--- config.mk ---
export PLATFORM = sky130hd
export DESIGN_NAME = fft_addr_seq
export DESIGN_NICKNAME = d
export VERILOG_FILES = /design/src/rtl/fft_pkg.sv /design/src/rtl/fft_wb_delay.sv /design/src/rtl/fft_addr_seq.sv
export SDC_FILE = /design/constraint.sdc
export NUM_CORES = 1
export LEC_CHECK = 0
export CELL_PAD_IN_SITES_DETAIL_PLACEMENT = 1
export CELL_PAD_IN_SITES_GLOBAL_PLACEMENT = 2
export CORE_UTILIZATION = 29
export CTS_CLUSTER_SIZE = 12
export DETAILED_ROUTE_END_ITERATION = 12
export PLACE_DENSITY_LB_ADDON = 0.1
export RECOVER_POWER = 100
export SYNTH_ARGS = -nofsm -noshare
export SYNTH_HDL_FRONTEND = slang
export SYNTH_SLANG_ARGS = --single-unit
--- constraint.sdc ---
create_clock -name i_clk -period 2.1 [get_ports i_clk]
set_clock_uncertainty 0.15 [all_clocks]
set_input_delay 0.42 -clock i_clk [delete_from_list [all_inputs] [get_ports i_clk]]
set_output_delay 0.42 -clock i_clk [all_outputs]
set_load 0.05 [all_outputs]
--- src/rtl/fft_pkg.sv ---
// Shared types and default sizing for the in-place radix-2 FFT address sequencer.
package fft_pkg;

  typedef enum logic [1:0] {
    ST_IDLE,
    ST_RUN,
    ST_DRAIN,
    ST_DONE
  } fft_state_t;

  localparam int FFT_LOG2N  = 4;
  localparam int FFT_BF_LAT = 2;
  localparam int FFT_N_PTS  = 1 << FFT_LOG2N;
  localparam int FFT_N_BF   = FFT_N_PTS / 2;

endpackage

--- src/rtl/fft_wb_delay.sv ---
// Write-back delay line: a shift register that matches the butterfly latency.
module fft_wb_delay
  import fft_pkg::*;
#(
  parameter int WIDTH = 1,
  parameter int DEPTH = FFT_BF_LAT
) (
  input  logic             i_clk,
  input  logic             i_rst_n,
  input  logic             i_clr,
  input  logic [WIDTH-1:0] i_d,
  output logic [WIDTH-1:0] o_q
);

  logic [DEPTH-1:0][WIDTH-1:0] r_pipe;

  always_ff @(posedge i_clk or negedge i_rst_n) begin
    if (!i_rst_n) begin
      r_pipe <= '0;
    end else if (i_clr) begin
      r_pipe <= '0;
    end else begin
      r_pipe[0] <= i_d;
      for (int i = 1; i < DEPTH; i++) r_pipe[i] <= r_pipe[i-1];
    end
  end

  assign o_q = r_pipe[DEPTH-1];

endmodule

--- src/rtl/fft_addr_seq.sv ---
// Stage/butterfly sequencer for an in-place radix-2 DIT FFT: read, twiddle and
// latency-matched write-back addresses, with a DRAIN gap between stages.
module fft_addr_seq
  import fft_pkg::*;
#(
  parameter int LOG2N  = FFT_LOG2N,
  parameter int BF_LAT = FFT_BF_LAT
) (
  input  logic             i_clk,
  input  logic             i_rst_n,
  input  logic             i_start,
  input  logic             i_abort,
  output logic             o_busy,
  output logic             o_done,
  output logic [LOG2N-1:0] o_stage,
  output logic             o_bf_valid,
  output logic [LOG2N-1:0] o_rd_addr_a,
  output logic [LOG2N-1:0] o_rd_addr_b,
  output logic [LOG2N-2:0] o_tw_addr,
  output logic             o_wr_en,
  output logic [LOG2N-1:0] o_wr_addr_a,
  output logic [LOG2N-1:0] o_wr_addr_b
);

  localparam int               JW      = LOG2N - 1;
  localparam int               CW      = 4;
  localparam int               N_BF    = (1 << LOG2N) / 2;
  localparam int               WB_W    = 1 + 2 * LOG2N;
  localparam logic [JW-1:0]    J_LAST  = JW'(N_BF - 1);
  localparam logic [LOG2N-1:0] S_LAST  = LOG2N'(LOG2N - 1);
  localparam logic [CW-1:0]    DR_LOAD = CW'(BF_LAT);

  fft_state_t       r_state;
  logic [JW-1:0]    r_j;
  logic [LOG2N-1:0] r_stage;
  logic [CW-1:0]    r_drain;
  logic             r_busy;
  logic             r_done;
  logic             r_bf_valid;

  always_ff @(posedge i_clk or negedge i_rst_n) begin
    if (!i_rst_n) begin
      r_state    <= ST_IDLE;
      r_j        <= '0;
      r_stage    <= '0;
      r_drain    <= '0;
      r_busy     <= 1'b0;
      r_done     <= 1'b0;
      r_bf_valid <= 1'b0;
    end else if (i_abort) begin
      r_state    <= ST_IDLE;
      r_j        <= '0;
      r_stage    <= '0;
      r_drain    <= '0;
      r_busy     <= 1'b0;
      r_done     <= 1'b0;
      r_bf_valid <= 1'b0;
    end else begin
      r_done <= 1'b0;
      case (r_state)
        ST_IDLE: begin
          if (i_start) begin
            r_state    <= ST_RUN;
            r_j        <= '0;
            r_stage    <= '0;
            r_busy     <= 1'b1;
            r_bf_valid <= 1'b1;
          end
        end
        ST_RUN: begin
          if (r_j == J_LAST) begin
            r_state    <= ST_DRAIN;
            r_drain    <= DR_LOAD;
            r_bf_valid <= 1'b0;
          end else begin
            r_j <= r_j + JW'(1);
          end
        end
        // Hold off the next stage until the last write of this one has landed.
        ST_DRAIN: begin
          if (r_drain == CW'(1)) begin
            if (r_stage == S_LAST) begin
              r_state <= ST_DONE;
              r_done  <= 1'b1;
            end else begin
              r_state    <= ST_RUN;
              r_stage    <= r_stage + LOG2N'(1);
              r_j        <= '0;
              r_bf_valid <= 1'b1;
            end
          end else begin
            r_drain <= r_drain - CW'(1);
          end
        end
        ST_DONE: begin
          r_state <= ST_IDLE;
          r_busy  <= 1'b0;
          r_stage <= '0;
        end
        default: r_state <= ST_IDLE;
      endcase
    end
  end

  // half = 2**s; a = grp*2*half + pos, b = a + half, k = pos << (LOG2N-1-s)
  logic [LOG2N-1:0] w_j;
  logic [LOG2N-1:0] w_half;
  logic [LOG2N-1:0] w_pos;
  logic [LOG2N-1:0] w_grp;
  logic [LOG2N-1:0] w_a;
  logic [LOG2N-1:0] w_tw_sh;
  logic [LOG2N-2:0] w_tw;

  assign w_j     = {1'b0, r_j};
  assign w_half  = LOG2N'(1) << r_stage;
  assign w_pos   = w_j & (w_half - LOG2N'(1));
  assign w_grp   = w_j >> r_stage;
  assign w_a     = (w_grp << (r_stage + LOG2N'(1))) | w_pos;
  assign w_tw_sh = S_LAST - r_stage;
  assign w_tw    = w_pos[LOG2N-2:0] << w_tw_sh;

  assign o_busy      = r_busy;
  assign o_done      = r_done;
  assign o_stage     = r_stage;
  assign o_bf_valid  = r_bf_valid;
  assign o_rd_addr_a = r_bf_valid ? w_a : '0;
  assign o_rd_addr_b = r_bf_valid ? (w_a | w_half) : '0;
  assign o_tw_addr   = r_bf_valid ? w_tw : '0;

  logic [WB_W-1:0] w_wb;

  fft_wb_delay #(
    .WIDTH(WB_W),
    .DEPTH(BF_LAT)
  ) u_wb_delay (
    .i_clk  (i_clk),
    .i_rst_n(i_rst_n),
    .i_clr  (i_abort),
    .i_d    ({r_bf_valid, o_rd_addr_a, o_rd_addr_b}),
    .o_q    (w_wb)
  );

  assign o_wr_en     = w_wb[WB_W-1];
  assign o_wr_addr_a = w_wb[2*LOG2N-1:LOG2N];
  assign o_wr_addr_b = w_wb[LOG2N-1:0];

endmodule

; ---- Word-level counts from Yosys, hierarchy flattened
; Index checks and enable logic that the tools add are counted.
[classes]
add_sub_neg = 5
eq_ne = 12
n_shift = 4
mux = 37
bitwise = 3
n_reduce_logical = 11
[op_table]
columns = operator, count
row1 = two-way mux 4 bit, 9
row2 = two-way mux 18 bit, 1
row3 = two-way mux 3 bit, 6
row4 = != test 3 bit (second input constant), 6
row5 = case mux 4 bit (3 select lines), 1
row6 = two-way mux 1 bit, 10
row7 = two-way mux 2 bit, 5
row8 = AND reduction 5 bit, 2
row9 = case mux 3 bit (3 select lines), 1
row10 = OR 4 bit, 2
row11 = case mux 2 bit (4 select lines), 1
row12 = case mux 4 bit (2 select lines), 1
row13 = nonzero test 4 bit, 2
row14 = subtractor 4 x 1 -> 4 bit (second input constant), 2
row15 = AND reduction 3 bit, 2
row16 = nonzero test 3 bit, 2
row17 = adder 4 x 1 -> 4 bit (second input constant), 1
row18 = AND 3 x 4 -> 4 bit, 1
row19 = == test 2 bit (second input constant), 2
row20 = == test 4 x 1 -> 1 bit (second input constant), 1
row21 = == test 4 x 2 -> 1 bit (second input constant), 1
row22 = AND reduction 4 bit, 1
row23 = << shifter 1 x 4 -> 4 bit (first input constant), 1
row24 = << shifter 3 x 4 -> 3 bit, 1
row25 = 10 further kinds, 10
[totals]
ff_bits = 34
inputBits = 4
output_inout_bits = 27

; ---- Depth between registers and ports, before layout
[logic_depth]
word_depth = 7
ltp_mapped = 7
depth_no_buf = 6

; ---- Modules after synthesis
; A second synthesis with hierarchy kept.
[unflattened]
cells_unflattened = 208
hier_area_um2 = 2001.9
[modules_own_cells]
columns = module, n_inst, cells_each, area_per_inst_um2
row1 = fft_addr_seq, 1, 162, 1355.0
row2 = fft_wb_delay, 1, 46, 646.9

; ---- Least setup slack after synthesis
; OpenSTA, ideal clock, no wires.
[synth_path]
kind = register to output
start = register r_stage[0] (netlist: o_stage[0])
end = output o_tw_addr[2]
arrival_ns = 3.001
t_required_ns = 1.530
path_slack_ns = -1.471
path_stages_with_launch = 7
n_path_buf = 2
cell_sequence = dfrtp_1 buf_2 buf_1 nand2_1 ha_1 o311a_1 nor3_1
[synth_via]
elab_chain_cells = 5
word_cells_on_any_way = 6
[synth_lines]
columns = element, line_no
row1 = start: declaration, fft_addr_seq.sv:35  ; logic [LOG2N-1:0] r_stage;
row2 = start signal: assignment, fft_addr_seq.sv:87  ; r_stage <= r_stage + LOG2N'(1);
row3 = << shifter 1 x 4 -> 4 bit, fft_addr_seq.sv:115  ; assign w_half = LOG2N'(1) << r_stage;
row4 = subtractor 4 x 1 -> 4 bit, fft_addr_seq.sv:116  ; assign w_pos = w_j & (w_half - LOG2N'(1));
row5 = AND 3 x 4 -> 4 bit, fft_addr_seq.sv:116
row6 = << shifter 3 x 4 -> 3 bit (*), fft_addr_seq.sv:120  ; assign w_tw = w_pos[LOG2N-2:0] << w_tw_sh;
row7 = two-way mux 3 bit (*), fft_addr_seq.sv:128  ; assign o_tw_addr = r_bf_valid ? w_tw : '0;
row8 = end: declaration, fft_addr_seq.sv:19  ; output logic [LOG2N-2:0] o_tw_addr,
; Mark *: on every way between the ends. The rest lies on a longest branch, timed or not.

; ---- Worst setup path after layout
[layout_path]
start = register r_stage[2] (netlist: o_stage[2])
end = output o_rd_addr_b[1]
[layout_via]
elab_chain_cells = 6
word_cells_on_any_way = 9
[layout_lines]
columns = element, line_no
row1 = branches (longest 4 deep; another with adder 4 x 1 -> 4 bit), -
row2 = OR 4 bit (*), fft_addr_seq.sv:127  ; assign o_rd_addr_b = r_bf_valid ? (w_a | w_half) : '0;
row3 = two-way mux 4 bit (*), fft_addr_seq.sv:127
row4 = end: declaration, fft_addr_seq.sv:18  ; output logic [LOG2N-1:0] o_rd_addr_b,
; Mark *: on every way between the ends.

==> flow_summary_export.csv <==
group,metric,value,unit
synth,async_flop_share,100,%
detailed_routing,initialDrtViolationCount,45,
synth,synth_compound_area_share,13.3,%
detailed_routing,ant_nets,0,
synth,synth_xor_xnor_area_share,1.37,%
detailed_routing,wl_per_cell,16.3,um
finish,fin_util,49.4,%
synth,synth_flop_cell,"dfrtp_1",
detailed_routing,routed-wl-met3,154,um
detailed_routing,vias_per_cell,4.98,
detailed_routing,drt_first_pass_iters,4,
sta,setup-tns-final,-4.75,ns
grt,grt_pass1_wl,9230,um
run_status,status,"finished, violations left",
detailed_routing,routed_wl,5770,um
place,gp_congestion,0.831,
detailed_routing,drc,0,
synth,synth_fa_ha_area_share,4.56,%
worst_setup_path,critical-path-slowest-cell,"nor4_1",
clock_network,numCtsBuffers,5,
grt,grt_use_total,16.9,%
synth,synth_nets,216,
worst_setup_path,start_kind,"flip-flop",
sta,rsz0062_at_grt,"true",
detailed_routing,dr.max_layer_used,"met4",
worst_setup_path,cp_max_fo,6,
worst_setup_path,endpoint_kind,"primary output",
place,portBuffers,30,
clock_network,cts_tree,"built",
place,dp_hpwl,4100,um
job,cap_violations,0,
sta,setup_ws,-0.546,ns
detailed_routing,routedLengthMet1,2490,um
synth,syn_area_per_cell,9.37,um^2
finish,drive_gt1_share,46.2,%
worst_setup_path,critical_path_class,"reg2out",
run_status,violations,"negative setup slack",
min_path,hold_path_class,"reg2reg",
synth,synth_top_family_by_area,"simple AND/OR/NAND/NOR gates",
synth,yosys.area.top_type,"dfrtp_1",
grt,grt_overflow,0,
worst_setup_path,r2r_end,"r_j[0]",
floorplanning,dieHeight,83.4,um
floorplanning,ioPinCount,31,
worst_setup_path,regToRegStartpoint,"r_j[0]",
worst_setup_path,rr_worst_depth,6,
synth,synth_area,1920,um^2
synth,synthMuxAreaShare,3.97,%
synth,ys_warn_count,0,
finish,final_common_cell,"buf_4",
worst_setup_path,critical_path.startpoint,"o_stage[2]",
clock_network,cts.sinks,34,
synth,synth.distinct_cells,47,
detailed_routing,wl_met2,3040,um
finish,layout_common_cells,"buf_4 (49), dfrtp_1 (30), nor2_1 (14), nor2b_1 (14)",
sta,finalMaxSlewViolations,0,
power_and_ir_drop,ir_worst_vdd,0.000282,V
floorplanning,start_util,30.1,%
clock_network,clock_path_buffers,2,
grt,grt_max_degree,35,
power_and_ir_drop,leakage,0.00136,uW
worst_setup_path,crit_chain,"buf_6 -> buf_6 -> nor4_1 -> a21oi_4 -> a21oi_2 -> buf_12",
worst_setup_path,critPathMostFrequentCell,"buf_6",
synth,syn_inst,205,
grt,grt_pass1_vias,1865,
sta,slew_headroom,30.5,%
synth,seq_area_frac_synth,44.3,%
worst_setup_path,arrival,2.08,ns
worst_setup_path,critPathMaxStageDelay,0.55,ns
synth,synth_top_area_share,44.3,%
grt,grt_antenna_before_repair,0,
sta,hold_viol_final,0,
synth,synth-seq-cells,34,
synth,synthTopCellsByArea,"dfrtp_1 (44%), nor2_1 (4.7%), ha_1 (4.6%)",
floorplanning,placementRows,29,
sta,max_freq,378,MHz
worst_setup_path,cp.required,1.53,ns
floorplanning,core-area,6390,um^2
synth,synth-simple-area-share,25.1,%
synth,synth-edff-count,0,
clock_network,htreeDepth,2,
clock_network,cts-root-buf,"clkbuf_8",
finish,nNetsFinal,287,
sta,setup_viol,20,
finish,diodes,0,
clock_network,clk_pin_slew,0.07,ns
sta,period_needed,2.65,ns
sta,fin_crit_sh,126,%
worst_setup_path,crit_end,"o_rd_addr_b[1]",
clock_network,clk_latency,0.29,ns
worst_setup_path,rrSetupSlack,0.16,ns
sta,worst_pin_slew,1.04,ns
detailed_routing,via_count,1763,
finish,syn_to_final_growth,64.2,%
finish,fillCellCount,705,
floorplanning,dieArea,6950,um^2
floorplanning,die_width,83.4,um
power_and_ir_drop,p_per_area,461,nW/um^2
[worst max-delay path, delay by kind of cell, from the launching register on]
kind	cells	cell delay [ns]
flops	1	0.44
compound gates	2	0.36
buf+inv	3	0.45
simple gates	1	0.55
[report_power, final]
| part | internal (uW) | switching, uW | total (uW) |
|---|---|---|---|
| Combinational | 65.5 | 120 | 185 |
| Clock | 349 | 241 | 590 |
| Sequential | 667 | 10.3 | 677 |
| Total | 1080 | 371 | 1450 |
[layer usage]
layer | vias to the layer above | global-route usage, %
met1 | 878 | 20.1
met2 | 37 | 30.7
li1 | 841 | -
met4 | 0 | 5.17
met5 | - | 0
met3 | 7 | 3.28
[kinds of logic (layout without fill, tap and decap cells)]
kind of cell,count (synthesis),in the layout
multiplexers,7,7
buffers and inverters,28,100
AO/OA/AOI/OAI,39,39
adder cells (fa/ha/maj),7,7
flip-flops,34,34
AND/OR/NAND/NOR,87,87
XOR/XNOR,3,3
[state kept, by name (all words and copies together) (netlist names)]
name	count
o_busy	1
o_done	1
o_bf_valid	1
o_stage	4
r_state	2
u_wb_delay.o_q	9
u_wb_delay.r_pipe	9
r_j	3
r_drain	4
[synth_stat cells, drive strengths merged (5+ instances only)]
library cell	instances
nand3	5
nand2b	7
mux2i	5
ha	7
buf	13
nor3	5
nor2	24
nor2b	14
inv	6
a21oi	17
nand2	12
clkbuf	8
dfrtp	34
[area by class of cell]
type	instances	area, um^2	area share [%]
multi-input cells	143	1230	39.1
flip-flops and latches	34	856	27.1
repair buffers	85	831	26.3
well taps	77	96.3	3.05
clock buffers	5	68.8	2.18
clock inverters	3	40.0	1.27
inverters	7	30.0	0.952
[through the flow]
stage	area, um^2	cells	hold WS [ns]	power, uW	setup WS (ns)
3_3_place_gp	2750	327	0.292	877	-0.224
6_report	3150	354	0.312	1450	-0.546
3_5_place_dp	2750	327	0.301	881	-0.282
2_1_floorplan	2100	205	-0.0256	795	-0.576
4_1_cts	2970	342	0.317	1480	-0.489
5_1_grt	3150	354	0.342	1530	-0.601
[repair_timing]
| action | 4_1_cts | 5_1_grt |
|---|---|---|
| hold buffers | 0 | 0 |
| resized for setup | 12 | 21 |
| endpoints found under the hold margin | 0 | 0 |
| setup buffers | 8 | 13 |
| pin swaps | 10 | 11 |
| endpoints found under the setup margin | 11 | 12 |
[worst min-delay path by stage]
stage | to | cells after the start | start
finish | u_wb_delay.o_q[2] | 1 | u_wb_delay.r_pipe[2]
global route | u_wb_delay.o_q[3] | 1 | u_wb_delay.r_pipe[3]
CTS | u_wb_delay.o_q[2] | 1 | u_wb_delay.r_pipe[2]
detailed placement | u_wb_delay.o_q[2] | 1 | u_wb_delay.r_pipe[2]
global placement | u_wb_delay.o_q[8] | 1 | u_wb_delay.r_pipe[8]
floorplan | o_bf_valid | 0 | i_rst_n
(Power assumes the default switching activity.)
